==> src/rtl/datapath_mk3.sv <==
// Shared-bus datapath: register file, immediate source, two-operand ALU with latched
// Z/N/C/V flags, and an iterative shift-add multiplier with a busy/done handshake.
module datapath_mk3 #(
    parameter  int WIDTH    = 32,
    parameter  int NREGS    = 32,
    parameter  int ZERO_REG = 1,
    localparam int IW       = $clog2(NREGS),
    localparam int SW       = $clog2(WIDTH),
    localparam int CW       = $clog2(WIDTH + 1)
) (
    input  logic             clk,
    input  logic             reset_n,
    input  logic [3:0]       alu_function_sel,
    input  logic             alu_store_1,
    input  logic             alu_store_2,
    input  logic             alu_broadcast,
    input  logic             alu_start,
    input  logic [IW-1:0]    reg_rd_index,
    input  logic [IW-1:0]    reg_wr_index,
    input  logic             register_read_enable,
    input  logic             register_write_enable,
    input  logic [WIDTH-1:0] imm,
    input  logic             imm_EN,
    output logic [WIDTH-1:0] bus,
    output logic [3:0]       flags,
    output logic             bus_conflict,
    output logic             mul_busy,
    output logic             mul_done
);

    // state  | meaning
    // S_IDLE | multiplier waiting for alu_start with sel=11
    // S_BUSY | one shift-add step per edge, cnt_q steps remaining
    typedef enum logic {S_IDLE, S_BUSY} mul_state_e;

    localparam logic [3:0] OP_MUL = 4'd11;

    logic [WIDTH-1:0] regs_q [NREGS];
    logic [WIDTH-1:0] rd_data;
    logic [WIDTH-1:0] a_q, b_q;
    logic [3:0]       flags_q, flags_d;
    logic [WIDTH-1:0] alu_out;
    logic [WIDTH:0]   sum, diff;
    logic [SW-1:0]    shamt;
    logic             c_flag, v_flag;

    mul_state_e       state_q, state_d;
    logic [CW-1:0]    cnt_q, cnt_d;
    logic [WIDTH-1:0] acc_q, acc_d, acc_step;
    logic [WIDTH-1:0] mcand_q, mcand_d;
    logic [WIDTH-1:0] mplier_q, mplier_d;
    logic [WIDTH-1:0] mul_res_q, mul_res_d;
    logic             done_q, done_d;
    logic             wr_allowed;

    assign rd_data = ((ZERO_REG != 0) && (reg_rd_index == '0)) ? '0 : regs_q[reg_rd_index];

    always_comb begin
        bus = '0;
        if (imm_EN)                    bus = imm;
        else if (alu_broadcast)        bus = alu_out;
        else if (register_read_enable) bus = rd_data;
    end

    assign bus_conflict = (imm_EN & alu_broadcast) | (imm_EN & register_read_enable)
                        | (alu_broadcast & register_read_enable);

    assign sum   = {1'b0, a_q} + {1'b0, b_q};
    assign diff  = {1'b0, a_q} - {1'b0, b_q};
    assign shamt = b_q[SW-1:0];

    always_comb begin
        alu_out = '0;
        c_flag  = 1'b0;
        v_flag  = 1'b0;
        case (alu_function_sel)
            4'd1: begin
                alu_out = sum[WIDTH-1:0];
                c_flag  = sum[WIDTH];
                v_flag  = (a_q[WIDTH-1] == b_q[WIDTH-1]) && (sum[WIDTH-1] != a_q[WIDTH-1]);
            end
            4'd2: begin
                alu_out = diff[WIDTH-1:0];
                // diff[WIDTH] is the borrow; carry means no borrow
                c_flag  = ~diff[WIDTH];
                v_flag  = (a_q[WIDTH-1] != b_q[WIDTH-1]) && (diff[WIDTH-1] != a_q[WIDTH-1]);
            end
            4'd3:    alu_out = a_q & b_q;
            4'd4:    alu_out = a_q | b_q;
            4'd5:    alu_out = a_q ^ b_q;
            4'd6:    alu_out = a_q << shamt;
            4'd7:    alu_out = a_q >> shamt;
            4'd8:    alu_out = $unsigned($signed(a_q) >>> shamt);
            4'd9:    alu_out = {{(WIDTH-1){1'b0}}, ($signed(a_q) < $signed(b_q))};
            4'd10:   alu_out = {{(WIDTH-1){1'b0}}, (a_q < b_q)};
            4'd11:   alu_out = mul_res_q;
            default: alu_out = '0;
        endcase
    end

    assign flags_d = {(alu_out == '0), alu_out[WIDTH-1], c_flag, v_flag};

    always_ff @(posedge clk or negedge reset_n) begin
        if (!reset_n) begin
            a_q     <= '0;
            b_q     <= '0;
            flags_q <= '0;
        end else begin
            if (alu_store_1)   a_q     <= bus;
            if (alu_store_2)   b_q     <= bus;
            if (alu_broadcast) flags_q <= flags_d;
        end
    end

    assign wr_allowed = register_write_enable && !((ZERO_REG != 0) && (reg_wr_index == '0));

    always_ff @(posedge clk or negedge reset_n) begin
        if (!reset_n) begin
            for (int i = 0; i < NREGS; i++) regs_q[i] <= '0;
        end else if (wr_allowed) begin
            regs_q[reg_wr_index] <= bus;
        end
    end

    always_comb begin
        state_d   = state_q;
        cnt_d     = cnt_q;
        acc_d     = acc_q;
        mcand_d   = mcand_q;
        mplier_d  = mplier_q;
        mul_res_d = mul_res_q;
        done_d    = 1'b0;
        acc_step  = acc_q + (mplier_q[0] ? mcand_q : '0);
        case (state_q)
            S_IDLE: begin
                if (alu_start && (alu_function_sel == OP_MUL)) begin
                    state_d  = S_BUSY;
                    mcand_d  = a_q;
                    mplier_d = b_q;
                    acc_d    = '0;
                    cnt_d    = CW'(WIDTH);
                end
            end
            S_BUSY: begin
                acc_d    = acc_step;
                mcand_d  = mcand_q << 1;
                mplier_d = mplier_q >> 1;
                cnt_d    = cnt_q - CW'(1);
                if (cnt_q == CW'(1)) begin
                    state_d   = S_IDLE;
                    mul_res_d = acc_step;
                    done_d    = 1'b1;
                end
            end
            default: state_d = S_IDLE;
        endcase
    end

    always_ff @(posedge clk or negedge reset_n) begin
        if (!reset_n) begin
            state_q   <= S_IDLE;
            cnt_q     <= '0;
            acc_q     <= '0;
            mcand_q   <= '0;
            mplier_q  <= '0;
            mul_res_q <= '0;
            done_q    <= 1'b0;
        end else begin
            state_q   <= state_d;
            cnt_q     <= cnt_d;
            acc_q     <= acc_d;
            mcand_q   <= mcand_d;
            mplier_q  <= mplier_d;
            mul_res_q <= mul_res_d;
            done_q    <= done_d;
        end
    end

    assign flags    = flags_q;
    assign mul_busy = (state_q == S_BUSY);
    assign mul_done = done_q;

endmodule

==> config.mk <==
export PLATFORM = sky130hd
export DESIGN_NAME = datapath_mk3
export DESIGN_NICKNAME = d
export VERILOG_FILES = /design/src/rtl/datapath_mk3.sv
export SDC_FILE = /design/constraint.sdc
export NUM_CORES = 2
export LEC_CHECK = 0
export ABC_AREA = 1
export CELL_PAD_IN_SITES_DETAIL_PLACEMENT = 1
export CELL_PAD_IN_SITES_GLOBAL_PLACEMENT = 1
export CORE_AREA = 2 2 368 370
export DETAILED_ROUTE_END_ITERATION = 10
export DIE_AREA = 0 0 370 372
export MAX_ROUTING_LAYER = met4
export PLACE_DENSITY_LB_ADDON = 0.12
export RECOVER_POWER = 100
export SLEW_MARGIN = 20
export SYNTH_ARGS = -nofsm -noshare
export SYNTH_HDL_FRONTEND = slang
export SYNTH_SLANG_ARGS = --single-unit
==> constraint.sdc <==
create_clock -name clk -period 6.7 [get_ports clk]
set_input_delay 0.67 -clock clk [delete_from_list [all_inputs] [get_ports clk]]
set_output_delay 0.67 -clock clk [all_outputs]
set_load 0.01 [all_outputs]
==> qor.csv, run 1 <==
metric,value,unit
worst slack after detailed placement,1.146,ns
sequential-to-total area share from yosys stat,45.30,%
post-synthesis cell count,9125,
I/O pin cnt,94,
async set or reset register ratio after synthesis,100.0,%
Clock Sink Count,1228,
overflow left after global routing,131,
global routing usage summed across all routing layers,77.91,%
kind of the worst endpoint,top-level output,
portion of netlist area occupied by mux cells,0,%
number of synthesized register bits,1228,
"post-synthesis share of cell area spent on and, or, nand and nor gates",30.30,%
dominant register cell in the synthesized netlist,dfrtp_1,
# placed instances,10497,
proportion of netlist area held by the largest area contributor,45.30,%
synth top area cells,"dfrtp_1, nand2_1, nand3_1",
clock tree buffer depth,3,
clock root cell,clkbuf_16,
Post-Synth Adder-Cell Area,2.486,%
worst endpoint after global-route timing repair,bus[26],
y dimension of the die,372,µm
sum of net half-perimeters after detailed placement,235800,µm
# port buffers,93,
total of warnings raised by yosys,0,
number of placement rows,135,
number of gates resized after cts,0,
post-place instance area,69580,µm²
number of distinct library cells after synthesis,60,
Stopped at,global routing (5_1_grt),
combinational family with the most area after synthesis,simple AND/OR/NAND/NOR gates,
"Net Count, Synth",9313,
number of enable flip-flop cells after synthesis,0,
horizontal die dimension,370,µm
largest net degree at the start of global routing,164,
number of antenna violations at the first check in global routing,71,
Clock H-tree levels,4,
status,stopped before the end,
cell area after synthesis,67840,µm²
weighted congestion reported at the end of routability-driven placement,1.054,
number of clock buffers inserted by TritonCTS,137,
effective utilization at floorplan,50.52,%
share of the synthesized netlist area taken by xor and xnor gates,0.2453,%
Synth Area in Compound Gates,13.78,%
Post-Syn Area per Cell,7.434,µm²
Log Error,[ERROR GRT-0232] Routing congestion too high. Check the congestion heatmap in the GUI.,
cell taking the most area after synthesis,dfrtp_1,
==> through the flow <==
step	utilization, %	hold slack (ns)
2_1_floorplan	-	0.3744
4_1_cts	55.46	0.3816
3_3_place_gp	51.81	0.3646
3_5_place_dp	51.82	0.3687
==> what timing repair did <==
action / 4_1_cts
setup buffers: 0
endpoints found under the hold margin: 103
hold buffers: 1
setup endpoints to repair: 0
==> metal layers <==
metal / track usage [%] / overflow
met5: - / -
met1: 76.90 / 14
met3: 60.68 / 12
met4: 76.46 / 61
met2: 92.91 / 44
==> cells by family after synthesis <==
logic type,after synthesis
AOI/OAI and AO/OA,1458
xor gates and xnor gates,19
adders and majority gates,133
buffers and inverters,1216
DFF,1228
and+or+nand+nor,5071
==> cell usage after synthesis, drive strengths merged, types with 5 or more instances <==
cell and number:
nor3b 6, or2 23, buf 346, a32o 6, nand3 886, nor2 493, dfrtp 1228, a31oi 222
a211o 5, o22ai 99, o21a 7, nor3 66, and2 10, nand4 42, a21o 6, o21bai 7
inv 505, a211oi 17, clkbuf 352, o21ai 318, ha 130, o2111ai 5, xnor2 6, a21oi 438
nand2 3534, clkinv 13, a22o 16, o221a 29, o221ai 231, o211ai 41, xor2 13
==> run 2: changes to the inputs <==
- CELL_PAD_IN_SITES_DETAIL_PLACEMENT: 1 -> unset
- CELL_PAD_IN_SITES_GLOBAL_PLACEMENT: 1 -> unset
- CORE_AREA: 2 2 368 370 -> 2 2 415 417
- DIE_AREA: 0 0 370 372 -> 0 0 417 419
- MAX_ROUTING_LAYER: met4 -> unset
- PLACE_DENSITY_LB_ADDON: 0.12 -> 0.15
==> run 2 against run 1 <==
The flow now finishes, with violations (capacitance limit, slew limit). Synthesized cell count is the same. Area after synthesis is the same.
==> qor.csv, run 2 <==
metric,value,unit,change
maximum clock frequency,156.4,MHz,
Clock H-tree levels,4,,unchanged
# Post-CTS Setup Buffers,0,,unchanged
I/O pin cnt,94,,unchanged
dominant register cell in the synthesized netlist,dfrtp_1,,
worst setup path end,bus[19],,
number of gates resized after cts,0,,unchanged
number of vias per cell after detailed routing,5.872,,
transition time at the pin with the least slew margin,3.945,ns,
clock tree buffer depth,3,,unchanged
number of placement rows,152,,+13%
total of warnings raised by yosys,0,,unchanged
share of the clock period used by the worst path,95.40,%,
"antenna viol nets, final",0,,
quantity of hold-fixing buffers added after cts,1,,unchanged
status,"finished, violations left",,
reported leakage power,37.16,nW,
max-slew headroom at the worst pin,-163.0,%,
Largest register FFs,1024,,
leading cell types by count after synthesis,"nand2_1, dfrtp_1, nand3_1, inv_1, nor2_1",,
placeable core area,170600,µm²,
y dimension of the die,419,µm,+13%
R2R Path End,b_q[11],,
clock root cell,clkbuf_16,,
worst min path class,input pin to register,,
flop2flop setup slack,0.37,ns,
router iterations before antenna repair,7,,
"leading cell type in the layout, fill and taps excluded",nand2_1,,
cell area after synthesis,67840,µm²,unchanged
cell-by-cell listing of the critical path,dlygate4sd3_1 > nor2_1 > nand2_1 > clkbuf_1 > o22ai_1 > nor3_1 > nand3_1 > nor2_1 > nand3_1 > nand2_1 > nand2_1 > nand2_1 > nand2_1 > clkdlybuf4s50_1,,
max-slew violation count,1139,,
total wire length,330900,µm,
number of distinct library cells after synthesis,60,,unchanged
fin cells,11256,,
number of DRC violations after detailed routing,0,,
async set or reset register ratio after synthesis,100.0,%,unchanged
sum of net half-perimeters after detailed placement,225800,µm,-4.2%
register with the highest flop count,regs_q,,
clock tree from TritonCTS,done,,
largest net degree at the start of global routing,182,,
post-synthesis cell count,9125,,unchanged
"Area growth, synth to finish",10.50,%,
P per Cell Area,325.3,nW/µm²,
Clock Sink Count,1228,,unchanged
number of antenna violations at the first check in global routing,11,,
share of post-route cells with drive strength above 1,6.418,%,
effective utilization at floorplan,39.76,%,-11 points
number of clock buffers inserted by TritonCTS,144,,+5.1%
slowest stage cell on the critical path,dlygate4sd3_1,,
Die Area,174700,µm²,
Worst Path Max Fanout,14,,
"Net Count, Synth",9313,,unchanged
aggregate negative setup slack,0,ns,
worst reg2reg path startpoint,b_q[2],,
failing checks,"capacitance limit, slew limit",,
"Largest stage delay, worst path",0.68,ns,
Final nets,9097,,
Hold Fails Final Rpt,0,,
critical path launch point,alu_function_sel[1],,
most numerous cell in the Yosys netlist,nand2_1,,
synth top area cells,"dfrtp_1, nand2_1, nand3_1",,
overflow left after global routing,0,,
Worst Hold Slack,0.3698,ns,
global routing usage summed across all routing layers,37.41,%,
DRC violation total after the first TritonRoute iteration,8137,,
worst-case clock skew,0.04059,ns,
final critical delay including setup and external delays,6.392,ns,
average wire length per cell after detail routing,29.40,µm,
global-route wire length before repair,470800,µm,
setup repair after global routing missed its margin,false,,
Worst R2R Path Depth,15,,
via total after detailed routing,66098,,
Max rail drop VDD,0.0002824,V,
most frequent cells in the layout,"nand2_1, dfrtp_1, nand3_1",,
# placed instances,10994,,+4.7%
total of max-cap violations,30,,
Worst EP required,6.03,ns,
number of global-route vias before repair,63105,,
number of enable flip-flop cells after synthesis,0,,unchanged
crit-path most repeated cell,nand2_1,,
cell taking the most area after synthesis,dfrtp_1,,
final-report setup violation count,0,,
proportion of netlist area held by the largest area contributor,45.30,%,unchanged
sequential-to-total area share from yosys stat,45.30,%,unchanged
weighted congestion reported at the end of routability-driven placement,1.008,,-4.4%
kind of start point of the critical path,input pin,,
Post-Syn Area per Cell,7.434,µm²,unchanged
horizontal die dimension,417,µm,+13%
# port buffers,93,,unchanged
clock latency reported for the late side of the worst-skew pair,0.83,ns,
worst setup path category,input pin to output port,,
critical path capture point type,output port,,
number of synthesized register bits,1228,,unchanged
clock slew at reported path FFs,0.06,ns,
data arrival time at the worst-slack endpoint,5.72,ns,
[run 2: cell counts after synthesis]
No cell type changed its count.
[run 2: logic make-up after synthesis]
kind of cell    after synthesis  share of synthesized area, %
flops                      1228                         45.30
buf+inv                    1216                         7.891
xor+xnor                     19                        0.2453
compound gates             1458                         13.78
fa+ha+maj                   133                         2.486
simple gates               5071                         30.30
[run 2: where the power goes]
part	internal, mW	switching [mW]	total, mW
Clock	4.54	3.46	8.00
Sequential	9.01	1.02	10.0
Combinational	1.94	4.42	6.36
[run 2: worst min-delay path by stage]
stage	from	to	depth (start not counted)
finish	alu_store_2	b_q[16]	2
global route	alu_store_2	b_q[16]	2
CTS	alu_store_2	b_q[8]	3
detailed placement	regs_q[996]	regs_q[996]	0
global placement	regs_q[1016]	regs_q[1016]	0
floorplan	reset_n	a_q[0]	0
[run 2: layout make-up]
| cell class | count | area, µm² |
|---|---|---|
| Multi-Input combinational cell | 6681 | 31910 |
| Tap cell | 2233 | 2794 |
| Clock inverter | 39 | 445.4 |
| Sequential cell | 1228 | 30730 |
| Clock buffer | 219 | 4299 |
| Fill cell | 17495 | 95640 |
| Inverter | 518 | 1967 |
| Antenna cell | 2 | 5.005 |
| Timing Repair Buffer | 336 | 2805 |
[run 2: through the flow]
| stage | cell area [µm²] | utilization, % | power [mW] | setup WS (ns) |
|---|---|---|---|---|
| final | 74960 | 43.94 | 24.38 | 0.3079 |
| after global routing | 74950 | 43.94 | 25.55 | 0.2841 |
| after CTS | 75300 | 44.14 | 24.42 | 0.7834 |
| after detailed placement | 70540 | 41.35 | 16.42 | 0.9005 |
| after global placement | 70530 | 41.35 | 16.35 | 0.5650 |
| after floorplan | 67840 | - | 13.90 | 3.074 |
[run 2: worst max-delay path: cells and delay by family]
| kind | cells | cell delay [ns] |
|---|---|---|
| compound gates | 1 | 0.17 |
| buf+inv | 3 | 1.88 |
| simple gates | 10 | 2.96 |
[run 2: metal layers]
layer  track usage [%]  part of all wire [%]  routed length [µm]
met4             27.09                   8.6               28350
met3             5.896                   7.6               25220
met1             47.75                    40              130900
met2             57.79                    44              146400
met5                 0                 0.014                  45
No activity file was read; power rests on OpenSTA's default activity.
